**src/rtl/decode_issue_if.sv**
```systemverilog
// Decode/issue bus: instruction in, regfile read, writeback bypass,
// issued operation out. slave = decode_issue, master = its environment.
interface decode_issue_if;
  logic [31:0] inst;
  logic        in_valid;
  logic        in_ready;
  logic [4:0]  ra_addr;
  logic [4:0]  rb_addr;
  logic [31:0] ra_data;
  logic [31:0] rb_data;
  logic        wb_en;
  logic [4:0]  wb_addr;
  logic [31:0] wb_data;
  logic [31:0] D0;
  logic [31:0] D1;
  logic [5:0]  OpCode;
  logic [4:0]  dst;
  logic        out_valid;
  logic        out_ready;
  logic        alu_error;
  logic        illegal;

  modport slave (
    input  inst, in_valid, ra_data, rb_data,
    input  wb_en, wb_addr, wb_data,
    input  out_ready, alu_error,
    output in_ready, ra_addr, rb_addr,
    output D0, D1, OpCode, dst,
    output out_valid, illegal
  );

  modport master (
    output inst, in_valid, ra_data, rb_data,
    output wb_en, wb_addr, wb_data,
    output out_ready, alu_error,
    input  in_ready, ra_addr, rb_addr,
    input  D0, D1, OpCode, dst,
    input  out_valid, illegal
  );
endinterface

```
**src/rtl/decode_issue.sv**
```systemverilog
// Decode/issue stage: decodes R/I-type words, selects operands
// (zero reg, wb bypass, regfile) and issues them through one output slot.
// Ports: clk, rst (async, active-high), bus (decode_issue_if.slave).
module decode_issue (
  input  logic clk,
  input  logic rst,
  decode_issue_if.slave bus
);

  typedef enum logic {
    EMPTY = 1'b0,
    FULL  = 1'b1
  } state_t;

  typedef enum logic [1:0] {
    K_ILL,
    K_R,
    K_SEXT,
    K_ZEXT
  } kind_t;

  state_t state;

  logic [31:0] d0_q;
  logic [31:0] d1_q;
  logic [5:0]  op_q;
  logic [4:0]  dst_q;
  logic        ill_q;

  logic [5:0]  op;
  logic [5:0]  funct;
  logic [4:0]  rs;
  logic [4:0]  rt;
  logic [4:0]  rd;
  logic [15:0] imm;

  assign op    = bus.inst[31:26];
  assign rs    = bus.inst[25:21];
  assign rt    = bus.inst[20:16];
  assign rd    = bus.inst[15:11];
  assign imm   = bus.inst[15:0];
  assign funct = bus.inst[5:0];

  logic r_ok;
  logic s_ok;
  logic z_ok;

  always_comb begin
    r_ok = 1'b0;
    if (op == 6'h00) begin
      unique case (funct)
        6'h08, 6'h09, 6'h04, 6'h05,
        6'h06, 6'h07, 6'h26, 6'h27,
        6'h0c, 6'h0d, 6'h2c, 6'h2d,
        6'h20, 6'h21, 6'h10, 6'h30,
        6'h38, 6'h24, 6'h03, 6'h02:
          r_ok = 1'b1;
        default: r_ok = 1'b0;
      endcase
    end
  end

  always_comb begin
    s_ok = 1'b0;
    z_ok = 1'b0;
    unique case (op)
      6'h08, 6'h09, 6'h2c, 6'h2d: s_ok = 1'b1;
      6'h20, 6'h30, 6'h38, 6'h3c: z_ok = 1'b1;
      default: ;
    endcase
  end

  kind_t kind;

  always_comb begin
    kind = K_ILL;
    unique case (1'b1)
      r_ok:    kind = K_R;
      s_ok:    kind = K_SEXT;
      z_ok:    kind = K_ZEXT;
      default: kind = K_ILL;
    endcase
  end

  // r0 reads as zero even if a writeback targets it
  function automatic logic [31:0] pick(
    input logic [4:0]  a,
    input logic [31:0] rf,
    input logic        en,
    input logic [4:0]  wa,
    input logic [31:0] wd
  );
    if (a == 5'd0)
      return 32'd0;
    else if (en && wa == a)
      return wd;
    else
      return rf;
  endfunction

  logic [31:0] opa;
  logic [31:0] opb;

  assign opa = pick(rs, bus.ra_data, bus.wb_en,
                    bus.wb_addr, bus.wb_data);
  assign opb = pick(rt, bus.rb_data, bus.wb_en,
                    bus.wb_addr, bus.wb_data);

  logic [31:0] nx_d0;
  logic [31:0] nx_d1;
  logic [5:0]  nx_op;
  logic [4:0]  nx_dst;

  always_comb begin
    nx_d0  = 32'd0;
    nx_d1  = 32'd0;
    nx_op  = 6'd0;
    nx_dst = 5'd0;
    unique case (kind)
      K_R: begin
        nx_op  = funct;
        nx_d0  = opa;
        nx_d1  = opb;
        nx_dst = rd;
      end
      K_SEXT: begin
        nx_op  = op;
        nx_d0  = opa;
        nx_d1  = {{16{imm[15]}}, imm};
        nx_dst = rt;
      end
      K_ZEXT: begin
        nx_op  = op;
        nx_d0  = opa;
        nx_d1  = {16'h0000, imm};
        nx_dst = rt;
      end
      default: ;
    endcase
  end

  logic full;
  logic accept;

  assign full   = (state == FULL);
  assign accept = bus.in_valid & bus.in_ready;

  assign bus.in_ready =
    (~full | bus.out_ready) & ~bus.alu_error;

  always_ff @(posedge clk or posedge rst) begin
    if (rst) begin
      state <= EMPTY;
      d0_q  <= 32'd0;
      d1_q  <= 32'd0;
      op_q  <= 6'd0;
      dst_q <= 5'd0;
      ill_q <= 1'b0;
    end else begin
      ill_q <= 1'b0;
      if (bus.alu_error) begin
        // flush wins over accept, drain and hold
        state <= EMPTY;
        d0_q  <= 32'd0;
        d1_q  <= 32'd0;
        op_q  <= 6'd0;
        dst_q <= 5'd0;
      end else if (accept) begin
        state <= FULL;
        d0_q  <= nx_d0;
        d1_q  <= nx_d1;
        op_q  <= nx_op;
        dst_q <= nx_dst;
        ill_q <= (kind == K_ILL);
      end else if (full && bus.out_ready) begin
        state <= EMPTY;
      end
    end
  end

  assign bus.ra_addr   = rs;
  assign bus.rb_addr   = rt;
  assign bus.D0        = d0_q;
  assign bus.D1        = d1_q;
  assign bus.OpCode    = op_q;
  assign bus.dst       = dst_q;
  assign bus.out_valid = full;
  assign bus.illegal   = ill_q;

endmodule

```
**src/flat_wrapper.sv**
```systemverilog
// flat-port wrapper written by rule: the top's interface ports become plain ports
module decode_issue_flat 
  (clk, rst, bus_inst, bus_in_valid, bus_ra_data, bus_rb_data, bus_wb_en, bus_wb_addr, bus_wb_data, bus_out_ready, bus_alu_error, bus_in_ready, bus_ra_addr, bus_rb_addr, bus_D0, bus_D1, bus_OpCode, bus_dst, bus_out_valid, bus_illegal);
  decode_issue_if bus_i ();
  input  logic clk;
  input  logic rst;
  input wire logic [$bits(bus_i.inst)-1:0] bus_inst;
  input wire logic [$bits(bus_i.in_valid)-1:0] bus_in_valid;
  input wire logic [$bits(bus_i.ra_data)-1:0] bus_ra_data;
  input wire logic [$bits(bus_i.rb_data)-1:0] bus_rb_data;
  input wire logic [$bits(bus_i.wb_en)-1:0] bus_wb_en;
  input wire logic [$bits(bus_i.wb_addr)-1:0] bus_wb_addr;
  input wire logic [$bits(bus_i.wb_data)-1:0] bus_wb_data;
  input wire logic [$bits(bus_i.out_ready)-1:0] bus_out_ready;
  input wire logic [$bits(bus_i.alu_error)-1:0] bus_alu_error;
  output wire logic [$bits(bus_i.in_ready)-1:0] bus_in_ready;
  output wire logic [$bits(bus_i.ra_addr)-1:0] bus_ra_addr;
  output wire logic [$bits(bus_i.rb_addr)-1:0] bus_rb_addr;
  output wire logic [$bits(bus_i.D0)-1:0] bus_D0;
  output wire logic [$bits(bus_i.D1)-1:0] bus_D1;
  output wire logic [$bits(bus_i.OpCode)-1:0] bus_OpCode;
  output wire logic [$bits(bus_i.dst)-1:0] bus_dst;
  output wire logic [$bits(bus_i.out_valid)-1:0] bus_out_valid;
  output wire logic [$bits(bus_i.illegal)-1:0] bus_illegal;
  assign bus_i.inst = bus_inst;
  assign bus_i.in_valid = bus_in_valid;
  assign bus_i.ra_data = bus_ra_data;
  assign bus_i.rb_data = bus_rb_data;
  assign bus_i.wb_en = bus_wb_en;
  assign bus_i.wb_addr = bus_wb_addr;
  assign bus_i.wb_data = bus_wb_data;
  assign bus_i.out_ready = bus_out_ready;
  assign bus_i.alu_error = bus_alu_error;
  assign bus_in_ready = bus_i.in_ready;
  assign bus_ra_addr = bus_i.ra_addr;
  assign bus_rb_addr = bus_i.rb_addr;
  assign bus_D0 = bus_i.D0;
  assign bus_D1 = bus_i.D1;
  assign bus_OpCode = bus_i.OpCode;
  assign bus_dst = bus_i.dst;
  assign bus_out_valid = bus_i.out_valid;
  assign bus_illegal = bus_i.illegal;
  decode_issue u_core (.clk(clk), .rst(rst), .bus(bus_i));
endmodule
```
**config.mk**
```make
export PLATFORM = sky130hd
export DESIGN_NAME = decode_issue_flat
export DESIGN_NICKNAME = d
export VERILOG_FILES = /design/src/rtl/decode_issue_if.sv /design/src/rtl/decode_issue.sv /design/src/flat_wrapper.sv
export SDC_FILE = /design/constraint.sdc
export NUM_CORES = 1
export LEC_CHECK = 0
export CAP_MARGIN = 10
export CORE_ASPECT_RATIO = 1.2
export CORE_MARGIN = 2
export CORE_UTILIZATION = 39
export DETAILED_ROUTE_END_ITERATION = 16
export MAX_ROUTING_LAYER = met4
export PLACE_DENSITY = 0.81
export SETUP_SLACK_MARGIN = 0.3
export SYNTH_ARGS = -nofsm -noshare
export SYNTH_HDL_FRONTEND = slang
export SYNTH_SLANG_ARGS = --single-unit
export TNS_END_PERCENT = 100
```
**constraint.sdc**
```tcl
create_clock -name clk -period 2.8 [get_ports clk]
set_input_delay 0.42 -clock clk [delete_from_list [all_inputs] [get_ports clk]]
set_output_delay 0.42 -clock clk [all_outputs]
set_load 0.01 [all_outputs]
```
==> flow_summary.json, run 1 <==
{
  "synth_warnings": 0,
  "crit_fanout": 18,
  "grt.total_usage": 0.2590,
  "io_buffers": 226,
  "async_flop_share": 1.000,
  "synth_simple_gate_area_share": 0.09440,
  "critPathBufInv": 2,
  "hold_viol": 0,
  "crit_chain": "clkdlybuf4s50_1 -> nor4b_1 -> a311oi_2 -> nor3_4 -> buf_4 -> a22oi_1 -> o21ai_0",
  "htree_levels": 3,
  "initial_utilization": 0.3999,
  "cts.path.max_buffers": 2,
  "worst_slack_ps": 518.0,
  "drv_slew": 0,
  "drt_iter0_markers": 184,
  "synth_cells": 386,
  "chipHeight_um": 115.0,
  "critPathRequiredTime_ps": 3060,
  "chipWidth_um": 96.48,
  "hold_path_class": "primary input to async pin",
  "cp_slowest_cell": "clkdlybuf4s50_1",
  "seq_area_frac_synth": 0.4814,
  "power_leakage_nw": 2.671,
  "tightest_slew_ps": 816.2,
  "arrival_ps": 2540,
  "hpwl_mm": 10.29,
  "path_class": "primary input to register",
  "maxSlewHeadroom": 0.4547,
  "place_ws_ps": -9.096,
  "finalSetupViolations": 0,
  "grt_util_met2": 0.4606,
  "synthMuxAreaShare": 0.1601,
  "nets": 741,
  "finalCriticalPeriod_ps": 2282,
  "synth_compound_area_frac": 0.1816,
  "maxCapViolCount": 0,
  "gp_congestion": 0.8651,
  "ys_ff_latch": 77,
  "synthesis.nets": 525,
  "crit_family": "simple AND/OR/NAND/NOR gates",
  "avgViaCountPerCell": 5.363,
  "synth_top_area_cell": "dfrtp_1",
  "synthTopCellsByArea": "dfrtp_1, mux2i_1, o21ai_0, nand2_1, a22oi_1",
  "cts-root-buf": "clkbuf_16",
  "synth_top_cell_area_share": 0.4814,
  "clk_pin_slew_worst_paths_ps": 60,
  "peakVddDrop_uv": 316.0,
  "final_util": 0.6740,
  "grt_max_degree": 49,
  "synth-edff-count": 0,
  "rsz0062_at_grt": "no",
  "run_status": "completed",
  "cts_buffers": 9,
  "endpoint_kind": "register",
  "synth-xor-area-share": 0.02407,
  "drive_gt1_frac": 0.06590,
  "cts_tree": "yes",
  "ant_nets": 0,
  "synthDistinctLibCells": 38,
  "power_per_cell_area_nw_per_um2": 429.5,
  "wl_per_cell_um": 18.66,
  "slowest_delay_ps": 580,
  "ioPinCount": 227,
  "grt_busiest_layer": "met2",
  "stdcell_count": 733,
  "dpl_cell_area_um2": 6414,
  "grt_pass1_vias": 4229,
  "final.setup_skew_ps": 6.445,
  "grt.met1_usage": 0.2861,
  "placed_cells": 717,
  "clock-sinks": 77,
  "placementRows": 40,
  "synth_ff_type": "dfrtp_1",
  "core_um2": 10010,
  "area_growth_syn_to_layout_pct": 68.55,
  "critPathLaunchType": "primary input",
  "netlist_area_um2": 4003,
  "first_pass_iters": 4,
  "synth-adder-area-share": 0,
  "min_period_over_period": 0.8150,
  "wl_mm": 13.68,
  "vias": 3931,
  "drc": 0,
  "antenna_found_initial": 0,
  "grt_pass1_wl_mm": 21.03,
  "grtUsageMet3": 0.04522,
  "fmax_mhz": 438.2,
  "n_antenna_cell": 0,
  "finalInstanceArea_um2": 6746,
  "die_area_um2": 11090,
  "grt_overflow_total": 0,
  "clk_latency_ps": 340,
  "synth_top_family_by_area": "compound AO/OA/AOI/OAI gates",
  "worst_hold_slack_ps": 462.3,
  "syn_avg_cell_area_um2": 10.37
}
## cell families after synthesis
| logic type | after synthesis |
|---|---|
| compound gates | 120 |
| flops | 77 |
| simple gates | 72 |
| mux | 64 |
| buf+inv | 42 |
| xor+xnor | 11 |
## power by group
| group | total [W] | switching [W] | internal [W] |
|---|---|---|---|
| registers | 0.00114 | 0.0000111 | 0.00113 |
| logic | 0.000480 | 0.000193 | 0.000287 |
| clock network | 0.00127 | 0.000448 | 0.000826 |
| total | 0.00290 | 0.000652 | 0.00225 |
## through the flow
| step | TNS [ps] | total power [W] |
|---|---|---|
| global placement | 0 | 0.001632 |
| global route | 0 | 0.003007 |
| detailed placement | -18.18 | 0.001642 |
| floorplan | 0 | 0.001315 |
| CTS | 0 | 0.002913 |
| finish | 0 | 0.002897 |
## layout by cell type, fill, tap and decap left out, types with 3 or more instances in the layout
cell | Yosys | layout
inv_1 | 6 | 5
and2_1 | 9 | 9
mux2i_1 | 64 | 64
xnor2_1 | 3 | 3
clkbuf_16 | 0 | 9
o21ai_1 | 12 | 12
buf_12 | 0 | 6
a21oi_1 | 21 | 20
nand2_1 | 36 | 36
nor4_1 | 5 | 5
dfrtp_1 | 77 | 77
nor2_1 | 4 | 4
a22oi_1 | 16 | 16
clkdlybuf4s50_1 | 0 | 226
clkinv_2 | 0 | 3
o21ai_0 | 54 | 54
xor2_1 | 8 | 8
buf_4 | 15 | 9
a221o_1 | 9 | 9
## per-layer routing
layer,wire [um],up-vias,part of all wire
met5,0,-,0
met4,288,0,0.021
met3,923,21,0.067
met2,7276,165,0.53
met1,5192,1919,0.38
li1,-,1826,-
## state kept, by name, summed over array words and instances (netlist names)
name,flops
u_core.bus.illegal,1
u_core.bus.out_valid,1
u_core.bus.D0,32
u_core.bus.dst,5
u_core.bus.D1,32
u_core.bus.OpCode,6
## area by class of cell
| cell class | count | area [um2] |
|---|---|---|
| Clock buffer | 12 | 256.5 |
| Clock inverter | 4 | 70.07 |
| Fill cell | 790 | 3263 |
| Inverter | 6 | 23.77 |
| Multi-Input combinational cell | 267 | 1862 |
| Sequential cell | 77 | 1927 |
| Tap cell | 126 | 157.7 |
| Timing Repair Buffer | 241 | 2450 |
## what timing repair did
action / CTS / global route
setup endpoints to repair: 0 / 8
setup buffers: 0 / 0
hold buffers: 0 / 0
gates resized for setup: 0 / 1
## worst paths after layout
kind	start	endpoint	slack, ps	depth (start not counted)
worst min register to register	u_core.bus.D0[24]	u_core.bus.D0[24]	480	2
max in group asynchronous	rst	u_core.bus.D0[15]	1700	3
worst max-delay path	bus_inst[31]	u_core.bus.D1[13]	520	7
worst max register to register	u_core.bus.out_valid	u_core.bus.D1[26]	990	6
min in group clk	u_core.bus.D0[24]	u_core.bus.D0[24]	480	2
worst min-delay path	rst	u_core.bus.D0[10]	460	2
## Yosys cell counts (all sizes together) (2+ instances only)
cell / instances
nor4: 5
dfrtp: 77
buf: 23
a21oi: 21
and2: 9
nor2b: 2
nor2: 4
nand2b: 2
a221o: 9
inv: 6
mux2i: 64
nor4b: 2
nor3: 3
a311oi: 2
o21ai: 66
nand2: 36
xor2: 8
a22oi: 16
and3: 4
clkbuf: 13
xnor2: 3
No activity file was read; power rests on OpenSTA's default activity.
==> inputs of run 2 (changes only) <==
==> constraint.sdc (replaced) <==
create_clock -name clk -period 2.3 [get_ports clk]
set_input_delay 0.345 -clock clk [delete_from_list [all_inputs] [get_ports clk]]
set_output_delay 0.345 -clock clk [all_outputs]
set_load 0.01 [all_outputs]
==> flow_summary.json, run 2 (same netlist as run 1, synthesis figures left out) <==
{
  "ioPinCount": 227,
  "wl_per_cell_um": 19.23,
  "ant_nets": 0,
  "grt_pass1_wl_mm": 20.91,
  "avgViaCountPerCell": 5.360,
  "crit_chain": "clkdlybuf4s50_1 -> or4_4 -> nor2_4 -> nor2_1 -> a31oi_2 -> buf_6 -> clkbuf_16 -> o21ai_0",
  "power_per_cell_area_nw_per_um2": 493.6,
  "critPathLaunchType": "primary input",
  "grt_max_degree": 78,
  "wl_mm": 14.67,
  "drt_iter0_markers": 190,
  "drc": 0,
  "crit_fanout": 8,
  "fillers": 698,
  "total_power_w": 0.003590,
  "reg2regPathDepth": 8,
  "min_period_over_period": 0.8585,
  "finalInstanceArea_um2": 7273,
  "core_um2": 10010,
  "cts-root-buf": "clkbuf_16",
  "grt_overflow_total": 0,
  "most-common-layout-cells": "clkdlybuf4s50_1, dfrtp_1, mux2i_1",
  "r2r_slack_ps": 540,
  "grt_pass1_vias": 4268,
  "chipWidth_um": 96.48,
  "htree_levels": 3,
  "cts_tree": "yes",
  "gp_congestion": 0.9255,
  "tightest_slew_ps": 413.9,
  "final.setup_skew_ps": 5.714,
  "clk_latency_ps": 330,
  "endpoint_kind": "register",
  "critPathRequiredTime_ps": 2510,
  "antenna_found_initial": 0,
  "vias": 4090,
  "power_leakage_nw": 2.963,
  "clock-sinks": 77,
  "peakVddDrop_uv": 338.8,
  "cts_buffers": 9,
  "chipHeight_um": 115.0,
  "hpwl_mm": 10.42,
  "r2r-start": "u_core.bus.out_valid",
  "n_antenna_cell": 0,
  "slowest_delay_ps": 520,
  "seqCellArea_um2": 1927,
  "rsz0062_at_grt": "no",
  "maxSlewHeadroom": 0.7240,
  "grt.total_usage": 0.2554,
  "worst_slack_ps": 325.4,
  "fmax_mhz": 506.4,
  "clk_pin_slew_worst_paths_ps": 60,
  "arrival_ps": 2180,
  "path_class": "primary input to register",
  "place_ws_ps": -335.9,
  "first_pass_iters": 4,
  "multi_input_area_um2": 2003,
  "dpl_cell_area_um2": 6599,
  "worst_hold_slack_ps": 462.8,
  "hold_viol": 0,
  "nets": 771,
  "die_area_um2": 11090,
  "critPathBufInv": 3,
  "cp_slowest_cell": "or4_4",
  "cts.path.max_buffers": 2,
  "placementRows": 40,
  "finalSetupViolations": 0,
  "io_buffers": 226,
  "run_status": "completed",
  "maxCapViolCount": 0,
  "cts_hold_buf": 0,
  "crit_family": "buffers and inverters",
  "drive_gt1_frac": 0.1397,
  "final_common_cell": "clkdlybuf4s50_1",
  "area_growth_syn_to_layout_pct": 81.71,
  "finalCriticalPeriod_ps": 1975,
  "initial_utilization": 0.3999,
  "hold_path_class": "primary input to async pin",
  "finalSetupTns_ps": 0,
  "r2r_end": "u_core.bus.D0[19]",
  "drv_slew": 0
}
[run 2: cell count changes in the layout (fill, tap and decap cells not counted), sizes merged]
cell	before	now
clkinvlp	0	1
dlygate4sd2	0	2
buf	15	40
clkdlybuf4s50	226	218
dlymetal6s2s	0	6
clkinv	3	2
clkbuf	12	17
[run 2: report_power, final]
part | internal, W | leakage (nW) | switching [W]
combinational | 0.000390 | 1.73 | 0.000262
clock | 0.00101 | 0.163 | 0.000540
sequential | 0.00138 | 1.07 | 0.0000140
total | 0.00277 | 2.96 | 0.000817
[run 2: worst max-delay path by stage]
stage,startpoint,endpoint,slack [ps],depth (start not counted)
2_1_floorplan,bus_inst[22],u_core.bus.D0[1],630,6
3_3_place_gp,bus_inst[31],u_core.bus.D1[8],-240,7
3_5_place_dp,bus_inst[31],u_core.bus.D1[13],-340,7
4_1_cts,bus_inst[29],u_core.bus.D0[14],280,9
5_1_grt,bus_wb_addr[2],u_core.bus.D0[23],310,7
6_report,bus_inst[24],u_core.bus.D0[19],330,8
[run 2: cell type report]
type                       count  area share
timing repair buffer         271      0.3895
sequential                    77      0.2649
multi-input combinational    267      0.2754
clock inverter                 4    0.009634
tap                          126     0.02168
inverter                       6    0.003613
clock buffer                  12     0.03527
[run 2: stage by stage]
stage	std cells	util
3_3_place_gp	738	0.6593
6_report	763	0.7266
3_5_place_dp	738	0.6593
4_1_cts	755	0.6968
5_1_grt	763	0.7266
2_1_floorplan	386	-
[run 2: worst min-delay path, stage by stage]
cell and delay [ps]:
clkdlybuf4s50_1 440, clkinvlp_4 100, buf_12 330
[run 2: per-layer routing]
| metal | part of all wire | global-route usage | vias up |
|---|---|---|---|
| met3 | 0.081 | 0.05898 | 37 |
| met5 | 0 | - | - |
| met4 | 0.030 | 0.1174 | 0 |
| met1 | 0.37 | 0.2843 | 1944 |
| li1 | - | - | 1895 |
| met2 | 0.52 | 0.4306 | 214 |
[run 2: what timing repair did]
action | 4_1_cts | 5_1_grt
cloned | 0 | 6
pin swaps | 2 | 9
gates resized for setup | 10 | 42
setup endpoints to repair | 57 | 75
setup buffers | 1 | 2
